`config.mk`:
```
export PLATFORM = sky130hd
export DESIGN_NAME = imm_encoder
export DESIGN_NICKNAME = d
export VERILOG_FILES = /design/src/rtl/imm_encoder.sv
export SDC_FILE = /design/constraint.sdc
export NUM_CORES = 1
export LEC_CHECK = 0
export CAP_MARGIN = 5
export CORE_ASPECT_RATIO = 1.2
export CORE_MARGIN = 4
export CORE_UTILIZATION = 46
export CTS_CLUSTER_SIZE = 14
export DETAILED_ROUTE_END_ITERATION = 10
export PLACE_DENSITY = 0.76
export SKIP_CTS_REPAIR_TIMING = 1
export SYNTH_ARGS = -nofsm -noshare
export SYNTH_HDL_FRONTEND = slang
export SYNTH_SLANG_ARGS = --single-unit
```
`constraint.sdc`:
```
create_clock -name clk -period 2.04 [get_ports clk]
set_input_delay 0.306 -clock clk [delete_from_list [all_inputs] [get_ports clk]]
set_output_delay 0.306 -clock clk [all_outputs]
set_load 0.01 [all_outputs]
```
`src/rtl/imm_encoder.sv`:
```
// imm_encoder: two-stage valid/ready pipeline that packs a signed immediate into RV32 I/S/B/J fields.
module imm_encoder (
  input  logic        clk,
  input  logic        reset_n,
  input  logic        in_valid,
  output logic        in_ready,
  input  logic [31:0] instr_in,
  input  logic [31:0] imm_in,
  input  logic [1:0]  ImmSrc,
  output logic        out_valid,
  input  logic        out_ready,
  output logic [31:0] instr_out,
  output logic        range_err,
  output logic        align_err,
  output logic [7:0]  err_count
);
  logic        s1_valid;
  logic [31:0] s1_instr;
  logic [20:0] s1_imm;
  logic [1:0]  s1_src;
  logic        s1_rerr, s1_aerr;
  logic        fit_is, fit_b, fit_j, rerr, aerr, adv;
  logic [31:0] pk;
  // an immediate fits when every bit above the field's sign position matches it
  assign fit_is = &imm_in[31:11] | ~|imm_in[31:11];
  assign fit_b  = &imm_in[31:12] | ~|imm_in[31:12];
  assign fit_j  = &imm_in[31:20] | ~|imm_in[31:20];
  assign rerr   = ImmSrc == 2'b11 ? !fit_j : ImmSrc == 2'b10 ? !fit_b : !fit_is;
  assign aerr   = ImmSrc[1] & imm_in[0];
  assign adv      = !out_valid || out_ready;
  assign in_ready = !s1_valid || adv;
  assign pk = s1_src == 2'b00 ? {s1_imm[11:0], s1_instr[19:0]} :
              s1_src == 2'b01 ? {s1_imm[11:5], s1_instr[24:12], s1_imm[4:0], s1_instr[6:0]} :
              s1_src == 2'b10 ? {s1_imm[12], s1_imm[10:5], s1_instr[24:12], s1_imm[4:1], s1_imm[11], s1_instr[6:0]} :
                                {s1_imm[20], s1_imm[10:1], s1_imm[11], s1_imm[19:12], s1_instr[11:0]};
  always_ff @(posedge clk or negedge reset_n)
    if (!reset_n) begin
      s1_valid  <= 1'b0;
      s1_instr  <= '0;
      s1_imm    <= '0;
      s1_src    <= '0;
      s1_rerr   <= 1'b0;
      s1_aerr   <= 1'b0;
      out_valid <= 1'b0;
      instr_out <= '0;
      range_err <= 1'b0;
      align_err <= 1'b0;
      err_count <= '0;
    end else begin
      if (in_ready) s1_valid <= in_valid;
      if (in_valid && in_ready) begin
        s1_instr <= instr_in;
        s1_imm   <= imm_in[20:0];
        s1_src   <= ImmSrc;
        s1_rerr  <= rerr;
        s1_aerr  <= aerr;
      end
      if (adv) out_valid <= s1_valid;
      if (adv && s1_valid) begin
        instr_out <= pk;
        range_err <= s1_rerr;
        align_err <= s1_aerr;
      end
      if (out_valid && out_ready && (range_err || align_err) && err_count != 8'hff)
        err_count <= err_count + 8'd1;
    end
endmodule

```
==> out/summary.txt <==
Outcome -> finished, final reports clean
Final core utilization -> 65.0%
Ant. Diodes -> 0
WP data arrival -> 1620 ps
TNS Setup -> 0 ps
CTS Buf Count -> 9
Post-DRT Antenna Nets -> 0
Final setup vio count -> 0
Peak VDD IR -> 517 uV
Cell area after synthesis -> 3970 um2
Fin nets -> 474
Register area share after synthesis -> 59.2%
Core Footprint -> 8290 um2
Vias -> 2,633
FFs w/ async S/R, synth -> 100%
Slew HR -> 60.4%
HPWL Detailed -> 6130 um
Reg-to-reg setup timing slack -> 460 ps
Uppermost layer routed -> met4
Routability cong. -> 0.743
Worst hold path class -> primary input to async pin
DR iter-0 viols -> 93
Clk Latency, worst-skew pair -> 360 ps
Post-synth EDFFs -> 0
Fillers -> 653
Drt via density -> 5.04
Synth Warn # -> 0
Final Hold Vio Count -> 0
Syn-to-layout area delta -> 35.7%
Worst clock skew -> 18.9 ps
Initial antenna violation count -> 0
Mean Syn Cell Area -> 13.7 um2
Final wirelength -> 8290 um
Wire per inst -> 15.9 um
Number of global-route vias before repair -> 2,695
Die width -> 92.8 um
Area of the multi-input gates -> 1530 um2
Storage element area -> 2350 um2
Largest net degree at the start of global routing -> 49
Final Cycle Share -> 94.3%
Post-synth top flop -> dfrtp_1
Max_cap viols -> 0
Clk pin slew, worst setup/hold paths -> 100 ps
WS Path Type -> primary input to primary output
DIE AREA -> 10,200 um2
Grt ovf -> 0
First-pass GRT wire length -> 13,600 um
Slew at the pin closest to its max-slew limit -> 594 ps
Synthesized net count -> 360
Starting Density -> 47.9%
Clk buf depth -> 2
Drt pass-1 iters -> 4
GRT Overall Usage -> 17.2%
FF-to-FF path depth -> 3
# rows -> 36
Capture point of the worst reg-to-reg path -> err_count[1]
Required time of the critical path -> 1730 ps
Pwr/cell area -> 964 nW/um2
End point of the critical path -> in_ready
R2r startpoint -> err_count[0]
PortBufs -> 106
#FFs+latches synth -> 94
Die height -> 110 um
Post-route DRC -> 0
Cells after Synth -> 289
CP endpoint kind -> primary output
Tot Pwr -> 5190 uW
Distinct cells, synth -> 34
F_max -> 520 MHz
M1 WL -> 3500 um
CTS root buf -> clkbuf_8
Layout cell share with drive strength beyond 1 -> 15.0%
Met2 wire length -> 4210 um
RSZ-0062 raised after global routing -> no
Leakage -> 0.00228 uW
Io pins -> 114
CP Max Fanout -> 4
Min Hold Slack -> 486 ps
Clock period minus worst slack -> 1920 ps
Slew Limit Fails -> 0
Startpoint type of the worst setup path -> primary input
Start point of the critical path -> out_ready
Clock H-tree levels -> 3
Clk sink count -> 94
CTS tree -> built
WL met3 -> 441 um
[cells in the mapped netlist (2+ instances only)]
cell type,number,area [um2]
xor2_1,2,17.5
nand2_1,30,113
o21ai_1,8,40.0
nor4_1,5,31.3
nand3_1,4,20.0
dfrtp_1,94,2350
mux2_2,28,315
nand4_1,9,56.3
buf_6,4,45.0
mux2_1,37,417
xnor2_1,5,43.8
nand2b_1,3,18.8
clkbuf_1,2,7.51
buf_4,4,30.0
mux2i_1,19,190
o21ai_0,17,85.1
[power by group]
part	switching [uW]	internal [uW]	leakage, uW
Sequential	282	2240	0.00112
Clock	635	601	0.0000955
Combinational	559	875	0.00106
Total	1480	3720	0.00228
[registers in the layout, indices dropped and copies added (netlist names), 2 cells and up]
signal     cells
err_count      8
s1_src         2
instr_out     32
s1_instr      25
s1_imm        21
[logic make-up after synthesis]
family | Yosys count | share of synthesized area [%]
xor+xnor | 8 | 2.24
buf+inv | 12 | 2.30
simple gates | 61 | 7.97
compound gates | 29 | 4.73
mux | 84 | 23.2
fa+ha+maj | 1 | 0.315
flops | 94 | 59.2
[worst min path at each step]
stage                 start      endpoint  slack [ps]  cells past startpoint
4_1_cts             reset_n  err_count[5]         -50                      1
3_5_place_dp        reset_n  err_count[5]         350                      1
3_3_place_gp        reset_n  err_count[5]         350                      1
6_report            reset_n  err_count[5]         490                      2
2_1_floorplan       reset_n     align_err          10                      0
5_1_grt        s1_instr[19]  s1_instr[19]         510                      1
[placed cells by master (no fill, tap or decap), types with 2 or more instances in the layout]
master / instances
nor4_1: 5
clkdlybuf4s50_1: 105
clkbuf_8: 10
mux2i_1: 19
buf_12: 3
mux2_2: 28
xnor2_1: 5
o21ai_1: 8
xor2_1: 2
nand3_1: 4
mux2_1: 37
clkinvlp_4: 2
o21ai_0: 17
buf_4: 6
nand4_1: 9
nand2b_1: 3
dfrtp_1: 94
nand2_1: 30
[through the flow]
stage	worst slack, ps	area (um2)	instances
6_report	115	5390	522
3_3_place_gp	127	5180	505
2_1_floorplan	539	3970	289
3_5_place_dp	98.5	5180	505
5_1_grt	40.1	5390	522
4_1_cts	104	5380	521
[layout make-up]
cell class / instances / area share, %
clock inverters: 5 / 1.09
flip-flops and latches: 94 / 43.6
multi-input cells: 183 / 28.3
clock buffers: 11 / 2.62
repair buffers: 115 / 21.6
well taps: 114 / 2.65
[critical path: stages]
cell and delay [ps]:
clkdlybuf4s50_1 540, nand3b_2 210, clkdlybuf4s50_1 560
[per-layer routing]
| layer | GRT usage, % | vias to the layer above |
|---|---|---|
| li1 | - | 1255 |
| met1 | 21.8 | 1291 |
| met2 | 28.8 | 74 |
| met3 | 3.90 | 13 |
| met4 | 6.91 | 0 |
| met5 | 0 | - |
Power figures use the tool's default switching activity.
==> edit 1: new RTL, same flow settings <==
Register the output `err_count` once more, without a reset; this adds one clock of latency there. The other outputs are not delayed to match.
--- a/src/rtl/imm_encoder.sv
+++ b/src/rtl/imm_encoder.sv
@@ -14,6 +14,8 @@
   output logic        align_err,
   output logic [7:0]  err_count
 );
+
+  logic [7:0] err_count_s0;
   logic        s1_valid;
   logic [31:0] s1_instr;
   logic [20:0] s1_imm;
@@ -45,7 +47,7 @@
       instr_out <= '0;
       range_err <= 1'b0;
       align_err <= 1'b0;
-      err_count <= '0;
+      err_count_s0 <= '0;
     end else begin
       if (in_ready) s1_valid <= in_valid;
       if (in_valid && in_ready) begin
@@ -61,8 +63,12 @@
         range_err <= s1_rerr;
         align_err <= s1_aerr;
       end
-      if (out_valid && out_ready && (range_err || align_err) && err_count != 8'hff)
-        err_count <= err_count + 8'd1;
+      if (out_valid && out_ready && (range_err || align_err) && err_count_s0 != 8'hff)
+        err_count_s0 <= err_count_s0 + 8'd1;
     end
+  always_ff @(posedge clk) begin
+      err_count <= err_count_s0;
+  end
+
 endmodule
 
Function: changed (Yosys sat finds a counterexample within 4 cycles, from zero or initial values and one cycle with reset_n low).
==> edit 1 against the unedited design <==
Sequential cell count up 8. Cell area up 2.6%. Synthesized area grew 2.0%. Setup slack lost 0.0013 ns. Routed wire length is 0.28% lower. Total power grew 5.0%. Sequential share of layout area rose by 1.8 points. Synthesized cell count grew 2.8%. Critical path type unchanged. Largest cell class unchanged.
==> edit 1: results (changes against the unedited design) <==
** Placed design
- Global placer's final weighted congestion :: 0.792 (+6.5%)
- The final HPWL from detailed placement came to 6.02 mm (-1.7%).
- Placed Instance Area :: 5320 um^2 (+2.7%)
- Worst setup timing slack at the placement stage :: 0.146 ns (+0.0478 ns)

** Global routing
- The number of global-route vias before repair came to 2,844 (+5.5%).
- Overall routing resource usage :: 0.169 (-0.00326)
- Maximum number of pins on one net before global-route repair :: 59 (+20%)

** Run status
- Run status :: completed

** Synth
- Ranked by instance count, the synthesized netlist is headed by dfrtp_1, mux2_2, nand2_1, o21ai_0, mux2i_1.
- The number of distinct standard cells referenced by the synthesized netlist was 27 (-21%).
- The fraction of registers with async set or reset after synthesis was 0.922 (-0.0784).
- Synthesized net count :: 368 (+2.2%)
- After synthesis, the cell types taking the most area are dfrtp_1, mux2_2, mux2i_1.

** Setup path
- The startpoint identified for the worst register-to-register timing path is s1_src[0]$_DFFE_PN0P_.
- Setup slack on the worst flop-to-flop path :: 0.41 ns (-0.05 ns)

** STA
- Actual slew at the worst max-slew pin :: 0.724 ns (+0.130 ns)
- Setup slack of the critical path after layout :: 0.114 ns (-0.00134 ns)
- Worst clock skew :: 0.00728 ns (-0.0116 ns)

** Power
- The static leakage was 2.34 nW (+2.9%).

** Drt
- Wire length on met1 :: 3.48 mm (-0.46%)
- The total length of routed wires is 8.27 mm (-0.28%).
- Sum of met3 wire segment lengths after detailed routing :: 486 um (+10%)
- The number of vias per cell came to 5.11 (+1.4%).
- Amount of wire on met2 after detailed routing :: 4.08 mm (-3.1%)

** Final layout
- The non-filler instance count after layout was 534 (+2.3%).
- The final net count came to 483 (+1.9%).
==> edit 1: changes by cell type after synthesis, moves of 3 or more <==
cell,change
o21ai_1,-8
dfxtp_1,+8
mux2_2,+37
buf_2,+7
mux2_1,-37
buf_4,-3
buf_6,-4
o21ai_0,+7
==> edit 1: worst min path at each step <==
| stage | start | cells after the start | slack [ns] | to |
|---|---|---|---|---|
| 2_1_floorplan | reset_n | 0 | 0.01 | align_err$_DFFE_PN0P_ |
| 5_1_grt | reset_n | 2 | 0.45 | s1_instr[2]$_DFFE_PN0P_ |
| 4_1_cts | reset_n | 1 | -0.11 | s1_instr[2]$_DFFE_PN0P_ |
| 6_report | reset_n | 2 | 0.43 | s1_instr[2]$_DFFE_PN0P_ |
| 3_3_place_gp | reset_n | 1 | 0.30 | s1_instr[2]$_DFFE_PN0P_ |
| 3_5_place_dp | reset_n | 1 | 0.30 | s1_instr[2]$_DFFE_PN0P_ |
==> edit 1: where the power goes <==
part	switching, mW	internal (mW)	total [mW]
clock	0.619	0.638	1.26
sequential	0.273	2.46	2.73
combinational	0.561	0.907	1.47
==> edit 1: area by class of cell <==
type	count	area [um^2]	area share
sequential	102	2510	0.455
multi-input combinational	183	1490	0.269
timing repair buffer	116	1190	0.215
clock inverter	1	30.0	0.00543
tap	117	146	0.0265
clock buffer	15	166	0.0301
==> edit 1: kinds of logic after synthesis <==
group,count (synthesis),synth area share
AOI/OAI and AO/OA,30,0.0448
buffers and inverters,12,0.0145
DFF,102,0.620
adders and majority gates,1,0.00309
muxes,83,0.225
xor gates and xnor gates,9,0.0195
and+or+nand+nor,60,0.0729
==> edit 1: metal layers <==
metal,track usage,vias up
met3,0.0373,24
met5,0,-
met4,0.0751,0
met1,0.216,1331
met2,0.274,84
li1,-,1291
==> edit 1: critical path: cells and delay by family <==
family | cells | cell delay, ns
buffers and inverters | 2 | 1.08
and+or+nand+nor | 1 | 0.22
==> edit 2: new RTL, same flow settings <==
Made on the original files. Make the reset (`reset_n`) synchronous in one clocked block.
--- a/src/rtl/imm_encoder.sv
+++ b/src/rtl/imm_encoder.sv
@@ -33,7 +33,7 @@
               s1_src == 2'b01 ? {s1_imm[11:5], s1_instr[24:12], s1_imm[4:0], s1_instr[6:0]} :
               s1_src == 2'b10 ? {s1_imm[12], s1_imm[10:5], s1_instr[24:12], s1_imm[4:1], s1_imm[11], s1_instr[6:0]} :
                                 {s1_imm[20], s1_imm[10:1], s1_imm[11], s1_imm[19:12], s1_instr[11:0]};
-  always_ff @(posedge clk or negedge reset_n)
+  always_ff @(posedge clk)
     if (!reset_n) begin
       s1_valid  <= 1'b0;
       s1_instr  <= '0;
Function: differs if reset_n is asserted again (counterexample within 4 cycles, from zero or initial values and one cycle with reset_n low); with reset_n held inactive, the same outputs for 10 cycles.
==> edit 2 against the unedited design <==
Sequential cell count is the same. Sequential share of layout area shrank 8.0 points. Setup slack gained 0.046 ns. Cell area shrank 2.0%. Critical path depth is the same. Routed wire length grew 8.8%. Synthesized area shrank 0.79%. Non-clock buffer count grew 2. Critical path type unchanged. Critical endpoint unchanged. Highest routed layer unchanged.
Power is not compared: it rests on default switching activity, and its combinational part moved more than twofold at a synthesized area within 25%.
==> edit 2: results (changes against the unedited design) <==
** STA
- Worst clock skew :: 0.00761 ns (-0.0113 ns)
- The minimum hold slack was 0.444 ns (-0.0425 ns).
- Relative slew margins :: 0.689 (+0.0845)

** Synth
- Cell area after synthesis :: 3940 um^2 (-0.79%)
- The number of warnings printed during yosys synthesis came to 0 (unchanged).
- Number of different library cells in the post-synthesis netlist :: 36 (+5.9%)
- The synthesized netlist net count was 528 (+47%).
- Synth cell count leaders :: nand2_1, dfxtp_1, a21boi_0, nand3_1, clkbuf_1
- Sequential area share after synthesis :: 0.478 (-0.115)
- Top cells by area, synth :: dfxtp_1, nand2_1, a21boi_0
- The fraction of registers with async set or reset after synthesis came to 0 (-1.00).
- Most common flop cell mapped by yosys :: dfxtp_1
- The cell count after synthesis was 457 (+58%).

** Placed design
- Post-detailed-placement half-perimeter wirelength :: 6.53 mm (+6.5%)
- Global placer's final weighted congestion :: 0.766 (+3.0%)
- The number of input and output port buffers inserted was 106 (unchanged).
- Placed Cells :: 656 (+30%)
- The cell area after placement was 5120 um^2 (-1.2%).

** Power
- In this run the static leakage power is 2.08 nW.
- Peak supply drop :: 415 uV

** Drt
- First-pass iteration count of the detailed router :: 4 (unchanged)
- The number of vias per cell came to 5.09 (+0.96%).
- Total detailed-routing wirelength :: 9.02 mm (+8.8%)
- Number of DRC violations after detailed-routing iteration 0 :: 166 (+78%)

** Global routing
- Number of global-route vias before repair :: 3,090 (+15%)
- Maximum number of pins on one net before global-route repair :: 49 (unchanged)
- The wire length of the first global-routing pass came to 14.7 mm (+7.7%).
- Initial antenna violation count :: 0 (unchanged)
- The total routing resource utilization after global routing was 0.180 (+0.00790).

** CTS
- The root buffer cell chosen for the clock tree is clkbuf_8.
- Htree depth :: 3 (unchanged)
- The clock input transition at the sequential cells of the worst setup and hold paths came to 0.08 ns (-0.02 ns).
- Worst-Skew Late Latency :: 0.35 ns
- The number of buffers on the longest clock path was 2 (unchanged).
- The total CTS buffers is 9 (unchanged).

** Setup path
- Critical path arrival :: 1.57 ns (-0.05 ns)
- The worst-path maximum fanout came to 4 (unchanged).
- Setup slack on the worst flop-to-flop path :: 0.51 ns (+0.05 ns)

** Run status
- Run status :: completed

** Final layout
- Final cell count without fillers :: 669 (+28%)
- The largest registers in the layout are instr_out: 32 flops, s1_instr: 25 flops, s1_imm: 21 flops.
- The final net count is 624 (+32%).
- The share of cells above drive strength 1 was 0.0577 (-0.0919).
- The register with the most flip-flops in the final layout is instr_out.
- Fin area :: 5280 um^2 (-2.0%)
- Diodes inserted :: 0 (unchanged)

** Hold path
- The min-delay analysis places its worst path in the category input port to register.
-- edit 2: cell types whose count changed in the layout (fill, tap and decap cells not counted), moves of 5 or more --
cell,delta
nand3_1,+16
o21ai_1,-8
dfxtp_1,+94
mux2_1,-37
mux2_2,-28
o21ai_0,-16
dfrtp_1,-94
nand2_1,+124
o211a_1,+16
and2_1,+5
mux2i_1,-8
a21boi_0,+69
-- edit 2: stage by stage --
step                total power, mW  utilization   TNS, ns  setup slack [ns]
floorplan                      2.25            -         0             0.549
global placement               2.51        0.621         0            0.0473
detailed placement             2.52        0.621  -0.00310          -0.00310
CTS                            3.60        0.641         0             0.169
global route                   3.72        0.641         0             0.118
finish                         3.55        0.641         0             0.161
-- edit 2: routing by layer --
metal,vias up,global-route usage,share of wire
met3,12,0.0548,0.078
li1,1735,-,-
met5,-,0,0
met2,101,0.280,0.45
met4,0,0.0669,0.016
met1,1559,0.236,0.45
-- edit 2: path summary, 6_finish.rpt --
kind                             startpoint                   endpoint  cells after the start
setup / recovery                  out_ready                   in_ready                      3
hold / removal                      reset_n     align_err$_SDFFE_PN0P_                      2
setup reg to reg  err_count[0]$_SDFFE_PN0P_  err_count[7]$_SDFFE_PN0P_                      5
hold reg to reg    s1_instr[2]$_SDFFE_PN0P_  instr_out[2]$_SDFFE_PN0P_                      2
-- edit 2: cells by family after synthesis --
| kind of cell | after synthesis | share of synthesized area |
|---|---|---|
| buffers and inverters | 35 | 0.0368 |
| multiplexers | 11 | 0.0279 |
| adder cells (fa/ha/maj) | 1 | 0.00318 |
| AND/OR/NAND/NOR | 209 | 0.233 |
| flip-flops | 94 | 0.478 |
| AO/OA/AOI/OAI | 100 | 0.201 |
| XOR/XNOR | 7 | 0.0203 |
-- edit 2: power breakdown --
| part | leakage, nW | switching [mW] | internal, mW |
|---|---|---|---|
| Sequential | 0.770 | 0.0557 | 1.92 |
| Clock | 0.0804 | 0.583 | 0.491 |
| Combinational | 1.23 | 0.215 | 0.277 |
-- edit 2: critical path, cell delays in order --
cell and delay (ns):
clkdlybuf4s50_1 0.49, nand3b_1 0.21, clkdlybuf4s50_1 0.57
-- edit 2: final cells by class --
type                            instances  area, um^2
Clock buffer                           12         155
Clock inverter                          1        7.51
Fill cell                             715        2960
Inverter                                3        11.3
Multi-Input combinational cell        328        1920
Sequential cell                        94        1880
Tap cell                              114         143
Timing Repair Buffer                  117        1160
